### config.mk
export PLATFORM = sky130hd
export DESIGN_NAME = pc_sequencer
export DESIGN_NICKNAME = d
export VERILOG_FILES = /design/src/rtl/pc_sequencer.sv
export SDC_FILE = /design/constraint.sdc
export NUM_CORES = 1
export LEC_CHECK = 0
export ABC_AREA = 1
export BUFFER_PORTS_ARGS = -buffer_cell sky130_fd_sc_hd__buf_2
export CORE_ASPECT_RATIO = 0.8
export CORE_MARGIN = 10
export CORE_UTILIZATION = 51
export DETAILED_ROUTE_END_ITERATION = 10
export PLACE_DENSITY = 0.87
export SETUP_SLACK_MARGIN = 0.02
export SKIP_CTS_REPAIR_TIMING = 1
export SLEW_MARGIN = 20
export SYNTH_ARGS = -nofsm -noshare
export SYNTH_HDL_FRONTEND = slang
export SYNTH_SLANG_ARGS = --single-unit
### constraint.sdc
create_clock -name clk -period 2 [get_ports clk]
set_input_delay 0 -clock clk [delete_from_list [all_inputs] [get_ports clk]]
set_output_delay 0 -clock clk [all_outputs]
set_load 0.01 [all_outputs]
### src/rtl/pc_sequencer.sv
// pc_sequencer: owns the architectural PC, commits datapath next_address,
// run/step/pause control, halt-instruction stop, retired counter.
// Ports: clk, reset_n (async, active low), start, step, halt_req,
//   next_address[7:0], im_out[7:0] in; pc_out[7:0], busy, halted,
//   timeout, retired[15:0], state[1:0] (IDLE=0 RUN=1 STEP=2 HALT=3) out.
// Optional: define PCSEQ_WATCHDOG_EN to add the self-loop watchdog.
module pc_sequencer #(
   parameter logic [7:0] RESET_PC   = 8'h00,
   parameter logic [7:0] HALT_INSTR = 8'hFF
`ifdef PCSEQ_WATCHDOG_EN
   ,
   parameter logic [7:0] LOOP_LIMIT = 8'd16
`endif
) (
   input  logic        clk,
   input  logic        reset_n,
   input  logic        start,
   input  logic        step,
   input  logic        halt_req,
   input  logic [7:0]  next_address,
   input  logic [7:0]  im_out,
   output logic [7:0]  pc_out,
   output logic        busy,
   output logic        halted,
   output logic        timeout,
   output logic [15:0] retired,
   output logic [1:0]  state
);

   typedef enum logic [1:0] {
      S_IDLE = 2'd0,
      S_RUN  = 2'd1,
      S_STEP = 2'd2,
      S_HALT = 2'd3
   } state_t;

   state_t      st_q, st_d;
   logic [7:0]  pc_q, pc_d;
   logic [15:0] ret_q, ret_d;
   logic        busy_q, halted_q;
   logic        commit;
   logic        restart;
   logic        is_halt;
   logic        wd_trip;

   assign is_halt = (im_out == HALT_INSTR);

   always_comb begin
      st_d    = st_q;
      pc_d    = pc_q;
      ret_d   = ret_q;
      commit  = 1'b0;
      restart = 1'b0;
      unique case (st_q)
         S_IDLE: begin
            if (start)
               st_d = S_RUN;
            else if (step)
               st_d = S_STEP;
         end
         S_RUN: begin
            if (is_halt)
               st_d = S_HALT;
            else if (wd_trip)
               st_d = S_HALT;
            else begin
               commit = 1'b1;
               if (halt_req)
                  st_d = S_IDLE;
            end
         end
         S_STEP: begin
            if (is_halt)
               st_d = S_HALT;
            else begin
               commit = 1'b1;
               st_d   = S_IDLE;
            end
         end
         S_HALT: begin
            if (start) begin
               restart = 1'b1;
               st_d    = S_RUN;
            end
         end
         default: st_d = S_IDLE;
      endcase
      if (commit) begin
         pc_d = next_address;
         if (ret_q != 16'hFFFF)
            ret_d = ret_q + 16'd1;
      end
      if (restart) begin
         pc_d  = RESET_PC;
         ret_d = 16'd0;
      end
   end

   always_ff @(posedge clk or negedge reset_n) begin
      if (!reset_n) begin
         st_q     <= S_IDLE;
         pc_q     <= RESET_PC;
         ret_q    <= 16'd0;
         busy_q   <= 1'b0;
         halted_q <= 1'b0;
      end else begin
         st_q     <= st_d;
         pc_q     <= pc_d;
         ret_q    <= ret_d;
         busy_q   <= (st_d == S_RUN) || (st_d == S_STEP);
         halted_q <= (st_d == S_HALT);
      end
   end

`ifdef PCSEQ_WATCHDOG_EN
   logic [7:0] wd_q, wd_d;
   logic       to_q, to_d;
   logic       self_loop;

   assign self_loop = (next_address == pc_q);
   assign wd_trip   = (wd_q >= LOOP_LIMIT);

   // Only RUN commits count toward a loop; STEP commits clear it.
   always_comb begin
      wd_d = wd_q;
      to_d = to_q;
      if (restart) begin
         wd_d = 8'd0;
         to_d = 1'b0;
      end else if (commit) begin
         if ((st_q == S_RUN) && self_loop)
            wd_d = wd_q + 8'd1;
         else
            wd_d = 8'd0;
      end else if ((st_q == S_RUN) && !is_halt && wd_trip) begin
         to_d = 1'b1;
      end
   end

   always_ff @(posedge clk or negedge reset_n) begin
      if (!reset_n) begin
         wd_q <= 8'd0;
         to_q <= 1'b0;
      end else begin
         wd_q <= wd_d;
         to_q <= to_d;
      end
   end

   assign timeout = to_q;
`else
   assign wd_trip = 1'b0;
   assign timeout = 1'b0;
`endif

   assign pc_out  = pc_q;
   assign retired = ret_q;
   assign busy    = busy_q;
   assign halted  = halted_q;
   assign state   = st_q;

endmodule
Word level (Yosys, flattened, before mapping)
Index checks and enable logic that the tools add are counted.
W data, S select, Z words.
{"block": "word_totals", "reg_bits": 28, "output_inout_bits": 29, "wordCells": 36}
{"block": "classes", "addsub": 1, "eq_ne": 8, "mux": 16, "reduce_logical": 6}
{"operator": "$mux W16", "count": 3}
{"operator": "$add A16 B1 Y16 const B", "count": 1}
{"operator": "$mux W8", "count": 2}
{"operator": "$ne A16 B16 Y1 const B", "count": 1}
{"operator": "$mux W2", "count": 6}
{"operator": "$eq A2 B2 Y1 const B", "count": 4}
{"operator": "$eq A8 B8 Y1 const B", "count": 1}
{"operator": "$pmux W2 S4", "count": 1}
{"operator": "$eq A2 B1 Y1 const B", "count": 2}
{"operator": "$mux W1", "count": 4}
{"operator": "$reduce_bool A2 Y1", "count": 2}
{"operator": "$logic_not A2 Y1", "count": 1}
{"operator": "$reduce_and A2 Y1", "count": 1}
{"operator": "$reduce_or A2 Y1", "count": 1}
{"operator": "$logic_or A1 B1 Y1", "count": 1}

Depth between registers and ports, before layout
Gate-level depths: netlist of the first run.
{"block": "depth", "ltp_word": 5, "mapped_depth": 10, "mapped_depth_nobuf": 9}

Worst setup path before layout of the first run
OpenSTA, ideal clock, no wires.
{"block": "synth_path", "path_type": "register -> register", "startpoint": "register ret_q[0] (netlist: retired[0])", "endpoint": "register ret_q[4] (netlist: retired[4])", "setup_time_ps": 126, "arrival_ps": 1412, "slack_ps": 462, "path_stages_with_launch": 10, "n_path_buf": 1, "synth_period_minus_slack_ps": 1538, "path_cell_list": "dfrtp_1 ha_1 nand2_1 nor2_4 nand2_2 nor2_4 nand2_2 nand2_2 buf_6 o21ai_0"}
{"block": "synth_between", "elab_chain_cells": 4}
{"element": "from (decl)", "line": "39", "source": "logic [15:0] ret_q, ret_d;"}
{"element": "from (signal assigned)", "line": "109", "source": "ret_q <= ret_d;"}
{"element": "$add A16 B1 Y16", "line": "91", "source": "ret_d = ret_q + 16'd1;"}
{"element": "$mux W16", "line": "90", "source": "if (ret_q != 16'hFFFF)"}
{"element": "$mux W16", "line": "88", "source": "if (commit) begin"}
{"element": "$mux W16", "line": "93", "source": "if (restart) begin"}
Parallel ways exist; a longest one is shown, timed or not. The select of a mux whose other input is x is not followed.
A chain may end at the register's enable or synchronous reset.

Worst setup path in the final report of the first run
{"block": "layout_path", "startpoint": "register ret_q[0] (netlist: retired[0])", "endpoint": "register ret_q[3] (netlist: retired[3])"}
The elaborated chain is that of the path after synthesis.

==> metrics, run 1 <==
Chip Width 83.6 um; library cells used by synthesis 24; Crit Path Class reg -> reg; die area 5920 um^2; GRT met3 Usage 0.0561; crit end category register; vias 1685; Hold Vio Cnt, Final 0; Leak 1.13 nW; Post-Synthesis Cells 230; clock latency on the worst-skew pair 0.28 ns; WP data required 2.19 ns; die height 70.9 um; Root Driver clkbuf_8; pin count of the biggest net entering global routing 29; Area contributors post-synth dfrtp_1 (42%), nand2_1 (22%), nand3_1 (5.2%); Pre-antenna DRT Iters 4; FFs w/ async S/R, synth 1.00; max-cap check violation count 0; Setup TNS Final 0 ns; syn avg cell area 7.17 um^2; Ports 50; reg2reg setup slack 0.30 ns; fraction of layout cells with a size suffix above 1 0.236; Switch Pwr 0.993 mW; register clock-pin slew on the reported worst setup and hold paths 0.10 ns; Post-Layout Cell Count 332; worst-case clock buffer depth 2; Critical Path Source retired[0]; Starting DRT DRC Count 175; via count of the first global-routing pass 1512; FP Rows 18; nets 320; Post-synth EDFFs 0; CP max FO 23; final setup vio count 0; global-route wire length before repair 6920 um; RSZ-0062 raised after global routing false; worst r2r path cells 9; Tot GR Track Use 0.136; cts bufs inserted 3; synthesized flop and latch total 28; Sw Share 0.413; CTS tree done; WHS 0.129 ns; most numerous cell in the Yosys netlist nand2_1; Placed Area 1940 um^2; fmax 590 MHz; clock network power share 0.187; H-tree Lvls 1; port bufs 48; Synth Flop Type dfrtp_1; crit path launch type register; sequential area share after synthesis 0.425; Tcrit/Tclk final 0.848; Overflow after GRT 0; Final ANT Viol Nets 0; GPL Wtd Cong 0.875; WL final 4240 um; Final Slew Violations 0; Most Crowded Layer GR met2; Core ar. 3090 um^2; pwr/cell area 1140 nW/um^2; diode count 0; shortest period the worst path allows 1.70 ns; Placement Setup Slack 0.229 ns; r2r endpoint retired[3]; Post-Syn Nets 257; worst-margin pin slew 0.603 ns; layout overhead on the synthesized area 27.8%; Final Instance Area 2110 um^2; commonest cells in the netlist nand2_1 (95), dfrtp_1 (28), inv_1 (19), nor2_1 (18), nand3_1 (17); Yosys Warn Count 0; VDD IR max 0.842 mV; dpl cells 319; relative slew slack 0.598; Starting Density 0.534; leading area contributor after synthesis dfrtp_1; Synth top area share 0.425; Gate power share 0.458; status finished, final reports clean; reg2reg start retired[0]; slack of the critical path 0.305 ns; clock sink total 28; via/cell ratio 5.08; Cell Area, Synth 1650 um^2; # DRC 0; Final HPWL DP 3220 um; Worst Path Arrival 1.88 ns; min-delay worst type in -> reg; initial antenna violation count 0; grt met2 use 0.211; routing usage on met1 0.169; internal power 1.41 mW; CP Capture Point retired[3]; DR WL/cell 12.8 um; Seq pwr share 0.355; Setup Skew 0.00388 ns
==> power groups by stage <==
stage	logic (mW)	clock network [mW]	registers [mW]
floorplan	0.637	0	0.925
global placement	1.05	0	0.850
detailed placement	1.07	0	0.863
CTS	1.07	0.463	0.853
global route	1.23	0.478	0.881
finish	1.10	0.449	0.852
==> final cells by class <==
class | instances | area (um^2)
fillers | 248 | 977
flip-flops and latches | 28 | 701
clock inverters | 1 | 30.0
repair buffers | 62 | 368
multi-input cells | 177 | 840
well taps | 40 | 50.0
clock buffers | 3 | 41.3
inverters | 21 | 78.8
==> cell families after synthesis <==
kind of cell / Yosys count / share of synthesized area
AOI/OAI and AO/OA: 21 / 0.0660
xor gates and xnor gates: 3 / 0.0159
adders and majority gates: 6 / 0.0455
buffers and inverters: 25 / 0.0690
DFF: 28 / 0.425
other: 1 / 0.00227
and+or+nand+nor: 146 / 0.376
==> flip-flops by register name, summed over array words and instances, names as in the netlist <==
name     count
state        2
busy         1
retired     16
halted       1
pc_out       8
==> critical path, cell delays in order (launching register included) <==
cell,delay [ns]
dfrtp_1,0.43
ha_1,0.20
nand2_1,0.11
nor2_4,0.16
nand2_2,0.10
nor2_4,0.11
nand2_2,0.08
nand2_4,0.21
nand2_1,0.08
o21ai_0,0.11
==> stage by stage <==
stage | power (mW) | utilization
6_report | 2.40 | 0.683
5_1_grt | 2.59 | 0.683
4_1_cts | 2.39 | 0.652
3_5_place_dp | 1.93 | 0.629
3_3_place_gp | 1.90 | 0.629
2_1_floorplan | 1.56 | -
==> cell usage in the layout (no fill, tap or decap) <==
master / n
nand4_1: 5
ha_1: 6
nand3_1: 17
xor2_1: 1
nand2_4: 1
clkinv_1: 1
nor2_2: 2
o21ai_1: 4
dlygate4sd3_1: 9
conb_1: 1
nand3b_1: 1
nand2_1: 95
inv_1: 19
nand2_2: 2
nor2_4: 2
bufinv_16: 1
dfrtp_1: 28
or2_2: 3
clkbuf_8: 3
a21oi_1: 4
inv_2: 1
buf_2: 48
nor2_1: 18
o21ai_0: 12
xnor2_1: 2
buf_4: 5
o21ai_2: 1
==> layer usage <==
metal	vias to the layer above	routed length (um)
met5	-	0
met4	0	68
met3	10	408
met2	76	1930
met1	753	1840
li1	846	-
==> worst min path at each step <==
stage / startpoint / endpoint / slack (ns) / depth (start not counted)
2_1_floorplan: reset_n / busy / -0.30 / 0
3_3_place_gp: reset_n / retired[2] / 0.04 / 1
3_5_place_dp: reset_n / retired[5] / 0.05 / 1
4_1_cts: reset_n / retired[13] / -0.26 / 1
5_1_grt: start / state[1] / 0.20 / 4
6_report: step / state[0] / 0.13 / 4
(Power assumes the default switching activity.)
==> run 2: changes to the inputs <==
--- a/config.mk
+++ b/config.mk
@@ -9,9 +9,9 @@
 export BUFFER_PORTS_ARGS = -buffer_cell sky130_fd_sc_hd__buf_2
 export CORE_ASPECT_RATIO = 0.8
 export CORE_MARGIN = 10
-export CORE_UTILIZATION = 51
+export CORE_UTILIZATION = 46
 export DETAILED_ROUTE_END_ITERATION = 10
-export PLACE_DENSITY = 0.87
+export PLACE_DENSITY = 0.84
 export SETUP_SLACK_MARGIN = 0.02
 export SKIP_CTS_REPAIR_TIMING = 1
 export SLEW_MARGIN = 20
==> constraint.sdc (replaced) <==
create_clock -name clk -period 1.53 [get_ports clk]
set_input_delay 0 -clock clk [delete_from_list [all_inputs] [get_ports clk]]
set_output_delay 0 -clock clk [all_outputs]
set_load 0.01 [all_outputs]
==> metrics, run 2 (synthesized netlist as in run 1, its figures left out) <==
status finished, final reports clean; nets 338; max FFs per register 16; shortest period the worst path allows 1.49 ns; RSZ-0062 raised after global routing true; worst-case clock buffer depth 2; Ports 50; Worst Path Arrival 1.66 ns; Pre-antenna DRT Iters 4; # fillers 271; clock sink total 28; slowest cell on the critical path dfrtp_2; Core ar. 3450 um^2; die height 73.6 um; pin count of the biggest net entering global routing 29; crit path launch type register; Final Slew Violations 0; fraction of layout cells with a size suffix above 1 0.361; Leak 1.26 nW; relative slew slack 0.593; VDD IR max 1.08 mV; register clock-pin slew on the reported worst setup and hold paths 0.09 ns; Chip Width 86.9 um; worst r2r path cells 6; H-tree Lvls 1; crit path cell chain ha_2 -> o21ai_0 -> nand3_1 -> a21oi_2 -> nor2_1 -> ha_1; Setup TNS Final 0 ns; min-delay worst type in -> reg; die area 6390 um^2; hold path cells 3; Overflow after GRT 0; fmax 673 MHz; layout overhead on the synthesized area 44.3%; clock latency on the worst-skew pair 0.29 ns; Setup Skew 0.0120 ns; FP Rows 19; reg2reg start state[0]; WL final 5070 um; Hold Crit Start step; core occupancy in the finished layout 0.690; crit end category register; commonest non-fill, non-tap cells in the layout nand2_1 (88), buf_2 (48), dfrtp_1 (24), buf_4 (21), inv_1 (17); diode count 0; Hold Vio Cnt, Final 0; reg2reg setup slack 0.04 ns; max-cap check violation count 0; worst path buffer plus inverter count 0; r2r endpoint busy; initial antenna violation count 0; cell family with most CP delay adder cells; vias 1817; DR WL/cell 14.4 um; via count of the first global-routing pass 1684; crit-path max cell delay 0.45 ns; worst-margin pin slew 0.611 ns; via/cell ratio 5.16; Starting Density 0.478; Starting DRT DRC Count 148; WP data required 1.70 ns; Hold Path End state[1]; port bufs 48; GPL Wtd Cong 0.840; global-route wire length before repair 7470 um; # DRC 0; Tot GR Track Use 0.139; Tcrit/Tclk final 0.972; CTS tree done; Root Driver clkbuf_8; pwr/cell area 1520 nW/um^2; Final ANT Viol Nets 0; CP max FO 5; Crit Path Class reg -> reg; final setup vio count 0; Final HPWL DP 3470 um; commonest non-fill, non-tap cell in the layout nand2_1; cts bufs inserted 3
run 2: changes by cell type in the layout (fill, tap and decap cells not counted), moves of 4 or more:
cell	previous run	this run
dfrtp_2	0	4
dfrtp_1	28	24
nand2_1	95	88
o21ai_1	4	8
nand2_4	1	5
o21ai_0	12	7
nor2_1	18	13
buf_4	5	21
run 2: worst max-delay path by stage:
stage,startpoint,to,slack (ns),cells after the start
final,state[0],busy,0.04,6
after global routing,retired[1],retired[10],-0.04,9
after floorplan,retired[1],retired[4],0.01,9
after detailed placement,state[1],retired[4],-0.1,7
after global placement,state[0],retired[6],-0.005,7
after CTS,state[1],retired[4],-0.11,7
run 2: final cells by class:
| type | count | area [um^2] | area share |
|---|---|---|---|
| multi-input combinational | 179 | 983 | 0.413 |
| clock buffer | 3 | 41.3 | 0.0174 |
| sequential | 28 | 706 | 0.297 |
| tap | 42 | 52.6 | 0.0221 |
| clock inverter | 1 | 30.0 | 0.0126 |
| inverter | 21 | 78.8 | 0.0331 |
| timing repair buffer | 78 | 488 | 0.205 |
run 2: where the power goes:
group	leakage, nW	internal, mW	switching, mW
registers	0.362	0.958	0.160
clock network	0.0357	0.351	0.246
logic	0.867	0.742	1.15
run 2: metal layers:
layer | vias to the layer above | share of wire | global-route usage
met1 | 859 | 0.41 | 0.181
met3 | 4 | 0.11 | 0.0552
li1 | 891 | - | -
met4 | 0 | 0.0049 | 0.0251
met2 | 63 | 0.47 | 0.215
met5 | - | 0 | 0
run 2: tightest hold or removal path, cell delays in order:
cell and delay, ns:
buf_2 0.10, o21ai_0 0.11, o21ai_2 0.19
run 2: metrics by stage:
step	power (mW)	instances	hold WS, ns	setup slack [ns]	instance area (um^2)
after floorplan	2.07	230	-0.296	0.0116	1660
after global placement	2.56	330	0.0493	-0.00505	2020
after detailed placement	2.62	330	0.0571	-0.0954	2020
after CTS	3.21	334	-0.252	-0.106	2090
after global routing	3.90	352	0.164	-0.0377	2380
final	3.61	352	0.162	0.0434	2380
==> run 3: changes to the inputs <==
--- a/config.mk
+++ b/config.mk
@@ -9,9 +9,9 @@
 export BUFFER_PORTS_ARGS = -buffer_cell sky130_fd_sc_hd__buf_2
 export CORE_ASPECT_RATIO = 0.8
 export CORE_MARGIN = 10
-export CORE_UTILIZATION = 46
+export CORE_UTILIZATION = 45
 export DETAILED_ROUTE_END_ITERATION = 10
-export PLACE_DENSITY = 0.84
+export PLACE_DENSITY = 0.82
 export SETUP_SLACK_MARGIN = 0.02
 export SKIP_CTS_REPAIR_TIMING = 1
 export SLEW_MARGIN = 20
==> metrics, run 3 (synthesized netlist as in run 1, its figures left out) <==
status complete, but fails checks; violated checks negative setup slack; Final ANT Viol Nets 0; Worst Path Arrival 1.73 ns; die area 6500 um^2; Placement Setup Slack -0.0509 ns; Tot GR Track Use 0.136; Tcrit/Tclk final 1.01; Final Instance Area 2390 um^2; dpl cells 331; GPL Wtd Cong 0.882; clock latency on the worst-skew pair 0.28 ns; layout overhead on the synthesized area 44.7%; Setup Skew 0.00570 ns; max FFs per register 16; worst path buffer plus inverter count 1; nets 338; min-delay worst type in -> reg; shortest period the worst path allows 1.55 ns; H-tree Lvls 1; M1 wire length 1990 um; initial antenna violation count 0; CTS tree done; fmax 644 MHz; Core ar. 3470 um^2; slowest cell on the critical path dfrtp_1; vias 1789; Most common cell on crit path nand2_1; worst-case clock buffer depth 2; global-route wire length before repair 7380 um; Starting DRT DRC Count 179; Final HPWL DP 3340 um; diode count 0; CP max FO 6; met2 wire length 2390 um; Post-Layout Cell Count 352; crit end category register; clock sink total 28; commonest non-fill, non-tap cell in the layout nand2_1; relative slew slack 0.575; crit path cell chain inv_1 -> ha_1 -> nand2_1 -> nand2_2 -> nand2_4 -> nand2_1 -> o21ai_0; crit-path max cell delay 0.43 ns; final setup vio count 6; crit path launch type register; WL met3 580 um; Root Driver clkbuf_8; Hold Vio Cnt, Final 0; Pre-antenna DRT Iters 4; via/cell ratio 5.08; max-cap check violation count 0; pin count of the biggest net entering global routing 29; VDD IR max 1.27 mV; slack of the critical path -0.0229 ns; pwr/cell area 1530 nW/um^2; register clock-pin slew on the reported worst setup and hold paths 0.10 ns; WHS 0.0927 ns; Chip Width 87.7 um; cell family with most CP delay simple AND/OR/NAND/NOR gates; via count of the first global-routing pass 1739; Leak 1.27 nW; Ports 50; WP data required 1.70 ns; cts bufs inserted 3; # fillers 275; port bufs 48; Overflow after GRT 0; Starting Density 0.475; Setup TNS Final -0.0577 ns; fraction of layout cells with a size suffix above 1 0.358; reg2reg setup slack -0.02 ns; Placed Area 2030 um^2; die height 74.1 um; WL final 5030 um; Crit Path Class reg -> reg; Final Slew Violations 0; DR WL/cell 14.3 um; RSZ-0062 raised after global routing true; commonest non-fill, non-tap cells in the layout nand2_1 (88), buf_2 (48), dfrtp_1 (27), buf_4 (20), inv_1 (17); top sig layer met4; # DRC 0; FP Rows 19; worst-margin pin slew 0.638 ns
## run 3: cell type report
type                       count  area [um^2]  share of cell area
multi-input combinational    180         1000               0.420
inverter                      21         78.8              0.0330
clock inverter                 1         30.0              0.0126
clock buffer                   3         41.3              0.0173
sequential                    28          702               0.294
tap                           42         52.6              0.0220
timing repair buffer          77          480               0.201
## run 3: power by group
part           internal [mW]  switching (mW)  total (mW)
Sequential             0.952           0.143        1.10
Clock                  0.351           0.243       0.594
Combinational          0.754            1.21        1.96
Total                   2.06            1.59        3.65
## run 3: per-stage QoR
step                       util  power (mW)
after global placement    0.585        2.58
after floorplan               -        2.07
final                     0.687        3.65
after detailed placement  0.585        2.62
after CTS                 0.606        3.21
after global routing      0.687        3.91
## run 3: worst paths after layout
kind | startpoint | end | cells past startpoint
min in group asynchronous | reset_n | retired[8] | 2
worst max register to register | state[1] | retired[6] | 7
worst max-delay path | state[1] | retired[6] | 7
worst min-delay path | step | state[1] | 3
max in group asynchronous | reset_n | retired[0] | 2
worst min register to register | pc_out[6] | pc_out[6] | 2
## run 3: layer usage
layer	track usage	vias to the layer above
li1	-	881
met1	0.156	827
met2	0.233	70
met4	0.0194	0
met3	0.0633	11
met5	0	-
## run 3: worst min-delay path, cell delays in order
cell and delay [ns]:
buf_2 0.08, o21ai_0 0.09, o21ai_2 0.17
